`src/rtl/mem_resp_pkg.sv`:
```
// Shared types for the memory-side responder: FSM states and the latched
// request kind.
package mem_resp_pkg;

  typedef enum logic [2:0] {
    S_IDLE  = 3'd0,
    S_WR_LO = 3'd1,
    S_WR_HI = 3'd2,
    S_RD_LO = 3'd3,
    S_RD_HI = 3'd4,
    S_WAIT  = 3'd5,
    S_IO    = 3'd6,
    S_DONE  = 3'd7
  } state_t;

  typedef enum logic [1:0] {
    REQ_FETCH = 2'd0,
    REQ_READ  = 2'd1,
    REQ_WRITE = 2'd2
  } req_t;

endpackage

```
`src/rtl/mem_resp.sv`:
```
// Memory-side responder: serializes core fetch/read/write requests onto one
// 16-bit synchronous SRAM port or a simple I/O port, one request at a time.
module mem_resp
  import mem_resp_pkg::*;
#(
  parameter int RV  = 32,
  parameter int VA  = RV,
  parameter int LAT = 1
) (
  input  logic                  clk,
  input  logic                  reset,
  input  logic [VA-2:0]         pc,
  input  logic                  ifetch,
  output logic                  idone,
  output logic [15:0]           idata,
  input  logic [VA-RV/16-1:0]   addr,
  input  logic [1:0]            rstrobe,
  output logic                  rdone,
  output logic [RV-1:0]         rdata,
  input  logic [RV/8-1:0]       wmask,
  input  logic [RV-1:0]         wdata,
  output logic                  wdone,
  input  logic                  io_access,
  output logic [VA-2:0]         sram_addr,
  output logic                  sram_ce,
  output logic                  sram_we,
  output logic [1:0]            sram_be,
  output logic [15:0]           sram_wdata,
  input  logic [15:0]           sram_rdata,
  output logic                  io_rd,
  output logic                  io_wr,
  output logic [VA-RV/16-1:0]   io_addr,
  output logic [RV/8-1:0]       io_be,
  output logic [RV-1:0]         io_wdata,
  input  logic [RV-1:0]         io_rdata,
  input  logic                  io_ready,
  output logic [2:0]            o_dbg_state
);

  localparam int AW = VA - RV/16;
  localparam int CW = $clog2(LAT + 1);

  state_t          r_state;
  state_t          w_next;
  req_t            r_type;
  logic            r_word;
  logic            r_hi;
  logic [VA-2:0]   r_pc;
  logic [AW-1:0]   r_addr;
  logic [3:0]      r_wmask;
  logic [31:0]     r_wdata;
  logic [31:0]     r_rdata;
  logic [15:0]     r_idata;
  logic [CW-1:0]   r_cnt;

  logic [3:0]      w_wmask4;
  logic [31:0]     w_wdata32;
  logic [31:0]     w_io_rdata32;
  logic [VA-2:0]   w_data_haddr;
  logic            w_wr_req;
  logic            w_rd_req;
  logic            w_last_wait;
  logic            w_in_io;

  assign w_wr_req    = |wmask;
  assign w_rd_req    = |rstrobe;
  assign w_last_wait = (r_cnt == CW'(1));
  assign w_in_io     = (r_state == S_IO);

  // Requests and read data are held internally at 32-bit width; the 16-bit
  // core simply never sees or drives the upper half.
  if (RV == 32) begin : g_rv32
    assign w_wmask4     = wmask;
    assign w_wdata32    = wdata;
    assign w_io_rdata32 = io_rdata;
    assign w_data_haddr = {r_addr, (r_state == S_RD_HI) || (r_state == S_WR_HI)};
    assign rdata        = r_rdata;
    assign io_be        = w_in_io ? r_wmask : '0;
    assign io_wdata     = w_in_io ? r_wdata : '0;
  end else begin : g_rv16
    assign w_wmask4     = {2'b00, wmask};
    assign w_wdata32    = {16'h0000, wdata};
    assign w_io_rdata32 = {16'h0000, io_rdata};
    assign w_data_haddr = r_addr;
    assign rdata        = r_rdata[15:0];
    assign io_be        = w_in_io ? r_wmask[1:0] : '0;
    assign io_wdata     = w_in_io ? r_wdata[15:0] : '0;
  end

  assign io_addr     = w_in_io ? r_addr : '0;
  assign idata       = r_idata;
  assign o_dbg_state = r_state;

  // Handshake: a request is a level held by the core until its done pulse;
  // done is high for the single DONE cycle, during which the still-held
  // request is ignored so it cannot be accepted twice.
  always_comb begin
    w_next = r_state;
    unique case (r_state)
      S_IDLE: begin
        if (w_wr_req) begin
          if (io_access)          w_next = S_IO;
          else if (|w_wmask4[1:0]) w_next = S_WR_LO;
          else                     w_next = S_WR_HI;
        end else if (w_rd_req) begin
          if (io_access)                     w_next = S_IO;
          else if (RV == 16 || rstrobe[0])   w_next = S_RD_LO;
          else                               w_next = S_RD_HI;
        end else if (ifetch) begin
          w_next = S_RD_LO;
        end
      end
      S_WR_LO: w_next = (|r_wmask[3:2]) ? S_WR_HI : S_DONE;
      S_WR_HI: w_next = S_DONE;
      S_RD_LO: w_next = S_WAIT;
      S_RD_HI: w_next = S_WAIT;
      S_WAIT: begin
        if (w_last_wait) w_next = (r_word && !r_hi) ? S_RD_HI : S_DONE;
      end
      S_IO:    if (io_ready) w_next = S_DONE;
      S_DONE:  w_next = S_IDLE;
      default: w_next = S_IDLE;
    endcase
  end

  always_comb begin
    sram_ce    = 1'b0;
    sram_we    = 1'b0;
    sram_be    = 2'b00;
    sram_wdata = 16'h0000;
    sram_addr  = '0;
    io_rd      = 1'b0;
    io_wr      = 1'b0;
    idone      = 1'b0;
    rdone      = 1'b0;
    wdone      = 1'b0;
    unique case (r_state)
      S_WR_LO: begin
        sram_ce    = 1'b1;
        sram_we    = 1'b1;
        sram_be    = r_wmask[1:0];
        sram_wdata = r_wdata[15:0];
        sram_addr  = w_data_haddr;
      end
      S_WR_HI: begin
        sram_ce    = 1'b1;
        sram_we    = 1'b1;
        sram_be    = r_wmask[3:2];
        sram_wdata = r_wdata[31:16];
        sram_addr  = w_data_haddr;
      end
      S_RD_LO, S_RD_HI: begin
        sram_ce   = 1'b1;
        sram_be   = 2'b11;
        sram_addr = (r_type == REQ_FETCH) ? r_pc : w_data_haddr;
      end
      S_IO: begin
        io_rd = (r_type == REQ_READ);
        io_wr = (r_type == REQ_WRITE);
      end
      S_DONE: begin
        idone = (r_type == REQ_FETCH);
        rdone = (r_type == REQ_READ);
        wdone = (r_type == REQ_WRITE);
      end
      default: ;
    endcase
  end

  always_ff @(posedge clk or posedge reset) begin
    if (reset) begin
      r_state <= S_IDLE;
      r_type  <= REQ_FETCH;
      r_word  <= 1'b0;
      r_hi    <= 1'b0;
      r_pc    <= '0;
      r_addr  <= '0;
      r_wmask <= 4'h0;
      r_wdata <= 32'h0;
      r_rdata <= 32'h0;
      r_idata <= 16'h0;
      r_cnt   <= '0;
    end else begin
      r_state <= w_next;
      unique case (r_state)
        S_IDLE: begin
          if (w_wr_req || w_rd_req || ifetch) begin
            r_type  <= w_wr_req ? REQ_WRITE : (w_rd_req ? REQ_READ : REQ_FETCH);
            r_word  <= (RV == 32) && (&rstrobe) && !w_wr_req;
            r_pc    <= pc;
            r_addr  <= addr;
            r_wmask <= w_wmask4;
            r_wdata <= w_wdata32;
          end
        end
        S_RD_LO: begin
          r_hi  <= 1'b0;
          r_cnt <= CW'(LAT);
        end
        S_RD_HI: begin
          r_hi  <= 1'b1;
          r_cnt <= CW'(LAT);
        end
        S_WAIT: begin
          r_cnt <= r_cnt - CW'(1);
          // SRAM data is valid only on the last wait cycle of the access.
          if (w_last_wait) begin
            if (r_type == REQ_FETCH) r_idata <= sram_rdata;
            else if (!r_word)        r_rdata <= {16'h0000, sram_rdata};
            else if (r_hi)           r_rdata[31:16] <= sram_rdata;
            else                     r_rdata[15:0] <= sram_rdata;
          end
        end
        S_IO: begin
          if (io_ready && r_type == REQ_READ) r_rdata <= w_io_rdata32;
        end
        default: ;
      endcase
    end
  end

endmodule

```
`config.mk`:
```
export PLATFORM = sky130hd
export DESIGN_NAME = mem_resp
export DESIGN_NICKNAME = d
export VERILOG_FILES = /design/src/rtl/mem_resp_pkg.sv /design/src/rtl/mem_resp.sv
export SDC_FILE = /design/constraint.sdc
export NUM_CORES = 1
export LEC_CHECK = 0
export BUFFER_PORTS_ARGS = -buffer_cell sky130_fd_sc_hd__buf_2
export CORE_MARGIN = 10
export CORE_UTILIZATION = 48
export DETAILED_ROUTE_END_ITERATION = 16
export PLACE_DENSITY = 0.8
export SYNTH_ARGS = -nofsm -noshare
export SYNTH_HDL_FRONTEND = slang
export SYNTH_SLANG_ARGS = --single-unit
```
`constraint.sdc`:
```
create_clock -name clk -period 4.7 [get_ports clk]
set_clock_uncertainty 0.1 [all_clocks]
set_input_delay 0 -clock clk [delete_from_list [all_inputs] [get_ports clk]]
set_output_delay 0 -clock clk [all_outputs]
set_load 0.01 [all_outputs]
```
==> summary.log <==
qor: outcome.outcome finished clean
qor: timing.final_min_period_over_clock_period 0.669
qor: setup_path.crit_path_top_delay_cell dfrtp_2
qor: logic_synthesis.yosysWarnings 0
qor: power_and_ir_drop.worst_ir_drop_vdd 0.000397 V
qor: floorplan.floorplan.die_area 0.0210 mm^2
qor: cts.clk_path_buf_depth 2
qor: power_and_ir_drop.powerDensity 632 mW/mm^2
qor: logic_synthesis.post_synth_instance_area 0.00748 mm^2
qor: logic_synthesis.synth-seq-area-share 0.512
qor: detailed_routing.via_per_inst 5.59
qor: logic_synthesis.number_of_flops_mapped_to_enable_cells_by_yosys 0
qor: timing.fin_ws 1.55 ns
qor: placement.placement.io_buffers 324
qor: logic_synthesis.async_reset_ff_frac 1.00
qor: min_path.hold_path_class in -> async
qor: setup_path.worst_setup_path_end_kind output pin
qor: logic_synthesis.yosysTopAreaCellShare 0.512
qor: detailed_routing.first_drt_pass_iteration_count 5
qor: timing.worst_pin_slew 1.16 ns
qor: power_and_ir_drop.leakage_power_total 5.74 nW
qor: global_route.first_global_vias 7545
qor: cts.tritoncts_num_sinks 153
qor: setup_path.worst_path_largest_cell_delay 0.87 ns
qor: floorplan.die_height 145 um
qor: detailed_routing.drc 0
qor: setup_path.timing.critical_path.arrival 3.05 ns
qor: floorplan.top_level_ports 325
qor: logic_synthesis.gate_count_post_synth 613
qor: detailed_routing.avgRoutedWirePerCell 22.5 um
qor: final_layout.ratio_of_cells_with_drive_above_1_in_the_final_layout 0.466
qor: setup_path.cp_num_buf_inv 1
qor: global_route.globalRoute.totalOverflow 0
qor: final_layout.multiInputGateArea 0.00330 mm^2
qor: logic_synthesis.ys.flop_type dfrtp_1
qor: detailed_routing.drt-total-wl 29.3 mm
qor: global_route.overall_routing_resource_usage 0.268
qor: global_route.grt_first_pass_wirelength 43.4 mm
qor: global_route.antenna_found_initial 7
qor: timing.timing.max_slew.rel_slack 0.229
qor: timing.drv_slew 0
qor: cts.path_clk_slew 0.07 ns
qor: cts.clock_tree.htree_level_count 4
qor: placement.post-dp-hpwl 17.7 mm
qor: cts.cts_tree yes
qor: detailed_routing.antenna_violating_nets_remaining 0
qor: global_route.largest_net_degree_at_the_start_of_global_routing 101
qor: final_layout.filler_cell_count 952
qor: logic_synthesis.ys_top_cells_by_count dfrtp_1, mux2_2, and3_1
qor: placement.pre_cts_slack 2.04 ns
qor: setup_path.crit_path_cell_trace nor2_1, and3_1, or3_1, a22o_1, buf_2
qor: final_layout.layout.area.seq 0.00383 mm^2
qor: cts.cts_root_buf clkbuf_16
qor: floorplan.rows 45
qor: setup_path.timing.critical_path.from_type flip-flop
qor: placement.place.gp.congestion 0.848
qor: setup_path.largest_delay_share_family_worst_path simple AND/OR/NAND/NOR gates
qor: cts.postCtsSetupRepairBufs 0
qor: cts.clk_latency 0.41 ns
qor: logic_synthesis.ys_seq_elements 153
qor: timing.grt_setup_unrepaired no
qor: logic_synthesis.synth_fp_nets 765
qor: logic_synthesis.synthesized_area_divided_by_synthesized_cell_count 12.2 um^2
qor: timing.timing.hold.ws 0.0647 ns
qor: detailed_routing.drtIter0Drc 498
qor: detailed_routing.detailed_route_via_count 7286
qor: flow_run.max_cap_violations 0
qor: power_and_ir_drop.post-layout-total-power 7.19 mW
qor: floorplan.core_region_area 0.0153 mm^2
qor: setup_path.worst-endpoint-required 4.60 ns
qor: floorplan.initial_core_utilization 0.490
qor: final_layout.area_delta_synth_final 52.0%
qor: timing.setup_violation_total_in_the_final_timing_report 0
qor: cts.ctsResizeCount 0
qor: timing.report.final.hold_viol_count 0
qor: logic_synthesis.leading_cell_type_by_number_of_instances_after_synthesis dfrtp_1
qor: floorplan.dieWidth 145 um
qor: logic_synthesis.synth_area_leader_cell dfrtp_1
qor: final_layout.finish.net_count 1223
qor: setup_path.largest_fanout_on_the_critical_path 53
qor: timing.totalNegativeSetupSlack 0 ns
qor: logic_synthesis.synth.lib_cells_used.distinct 43
qor: logic_synthesis.synth.top_cells.by_area dfrtp_1, mux2_2, and3_1
qor: timing.post-route-min-period 3.15 ns
qor: cts.numCtsBuffers 17
qor: setup_path.crit_path_kind reg -> out
qor: timing.clock.fmax 318 MHz
-- per-stage QoR --
| stage | util | cells | area (um^2) |
|---|---|---|---|
| after floorplan | - | 613 | 7480 |
| after global placement | 0.602 | 1107 | 9180 |
| after detailed placement | 0.602 | 1107 | 9180 |
| after CTS | 0.744 | 1295 | 11400 |
| after global routing | 0.745 | 1302 | 11400 |
| final | 0.746 | 1303 | 11400 |
-- kinds of logic after synthesis --
kind of cell | count (synthesis) | synth area share
compound gates | 97 | 0.0938
simple gates | 129 | 0.105
flops | 153 | 0.512
buf+inv | 71 | 0.0473
xor+xnor | 1 | 0.00117
mux | 162 | 0.241
-- routing by layer --
layer / global-route usage / routed length [um]
met4: 0.138 / 1130
met1: 0.304 / 10700
met5: 0 / 0
met2: 0.450 / 14700
met3: 0.0776 / 2740
-- placed cells by master, fill, tap and decap left out, types with 4 or more instances in the layout --
master and count:
a21oi_1 22, a22o_1 46, and3_1 84, buf_2 324, buf_4 8, bufinv_16 4, clkbuf_1 5, clkbuf_16 17
dfrtp_1 152, diode_2 8, dlygate4sd3_1 156, inv_1 20, mux2_1 9, mux2_2 136, mux2i_1 17, nand2_1 5
nand2b_1 4, nor2_1 13, o21ai_0 12
-- timing repair --
item / 4_1_cts / 5_1_grt
hold buffers: 156 / 0
endpoints found under the setup margin: 0 / 0
endpoints found under the hold margin: 193 / 0
-- path summary, 6_finish.rpt --
kind | startpoint | end | slack [ns] | depth (start not counted)
max | o_dbg_state[1] | sram_addr[16] | 1.55 | 5
min | reset | r_wdata[8] | 0.06 | 3
max reg2reg | o_dbg_state[1] | rdata[30] | 1.64 | 5
min reg2reg | r_pc[5] | r_pc[5] | 0.40 | 1
max in group asynchronous | reset | r_wdata[6] | 3.34 | 4
min in group clk | pc[8] | r_pc[8] | 0.24 | 3
-- registers in the layout, indices dropped and copies added (netlist names) --
register     flops
r_wdata         32
rdata           32
r_pc            31
r_addr          30
idata           16
r_wmask          4
o_dbg_state      3
r_type           2
r_cnt            1
r_hi             1
r_word           1
-- tightest hold or removal path, cell delays in order --
cell and delay, ns:
dlygate4sd3_1 0.54, buf_2 0.15, inv_6 0.31
-- cell type report --
cell class	count	share of cell area
inverters	21	0.00737
diodes	8	0.00176
repair buffers	489	0.287
clock buffers	22	0.0390
clock inverters	10	0.0146
flip-flops and latches	153	0.337
well taps	211	0.0232
multi-input cells	389	0.290
-- report_power, final --
group / total, mW / switching [mW] / internal, mW / leakage (nW)
clock network: 1.43 / 0.539 / 0.893 / 0.289
registers: 2.56 / 0.590 / 1.97 / 1.82
logic: 3.20 / 1.63 / 1.57 / 3.63
total: 7.19 / 2.75 / 4.43 / 5.74
(Power assumes the default switching activity.)
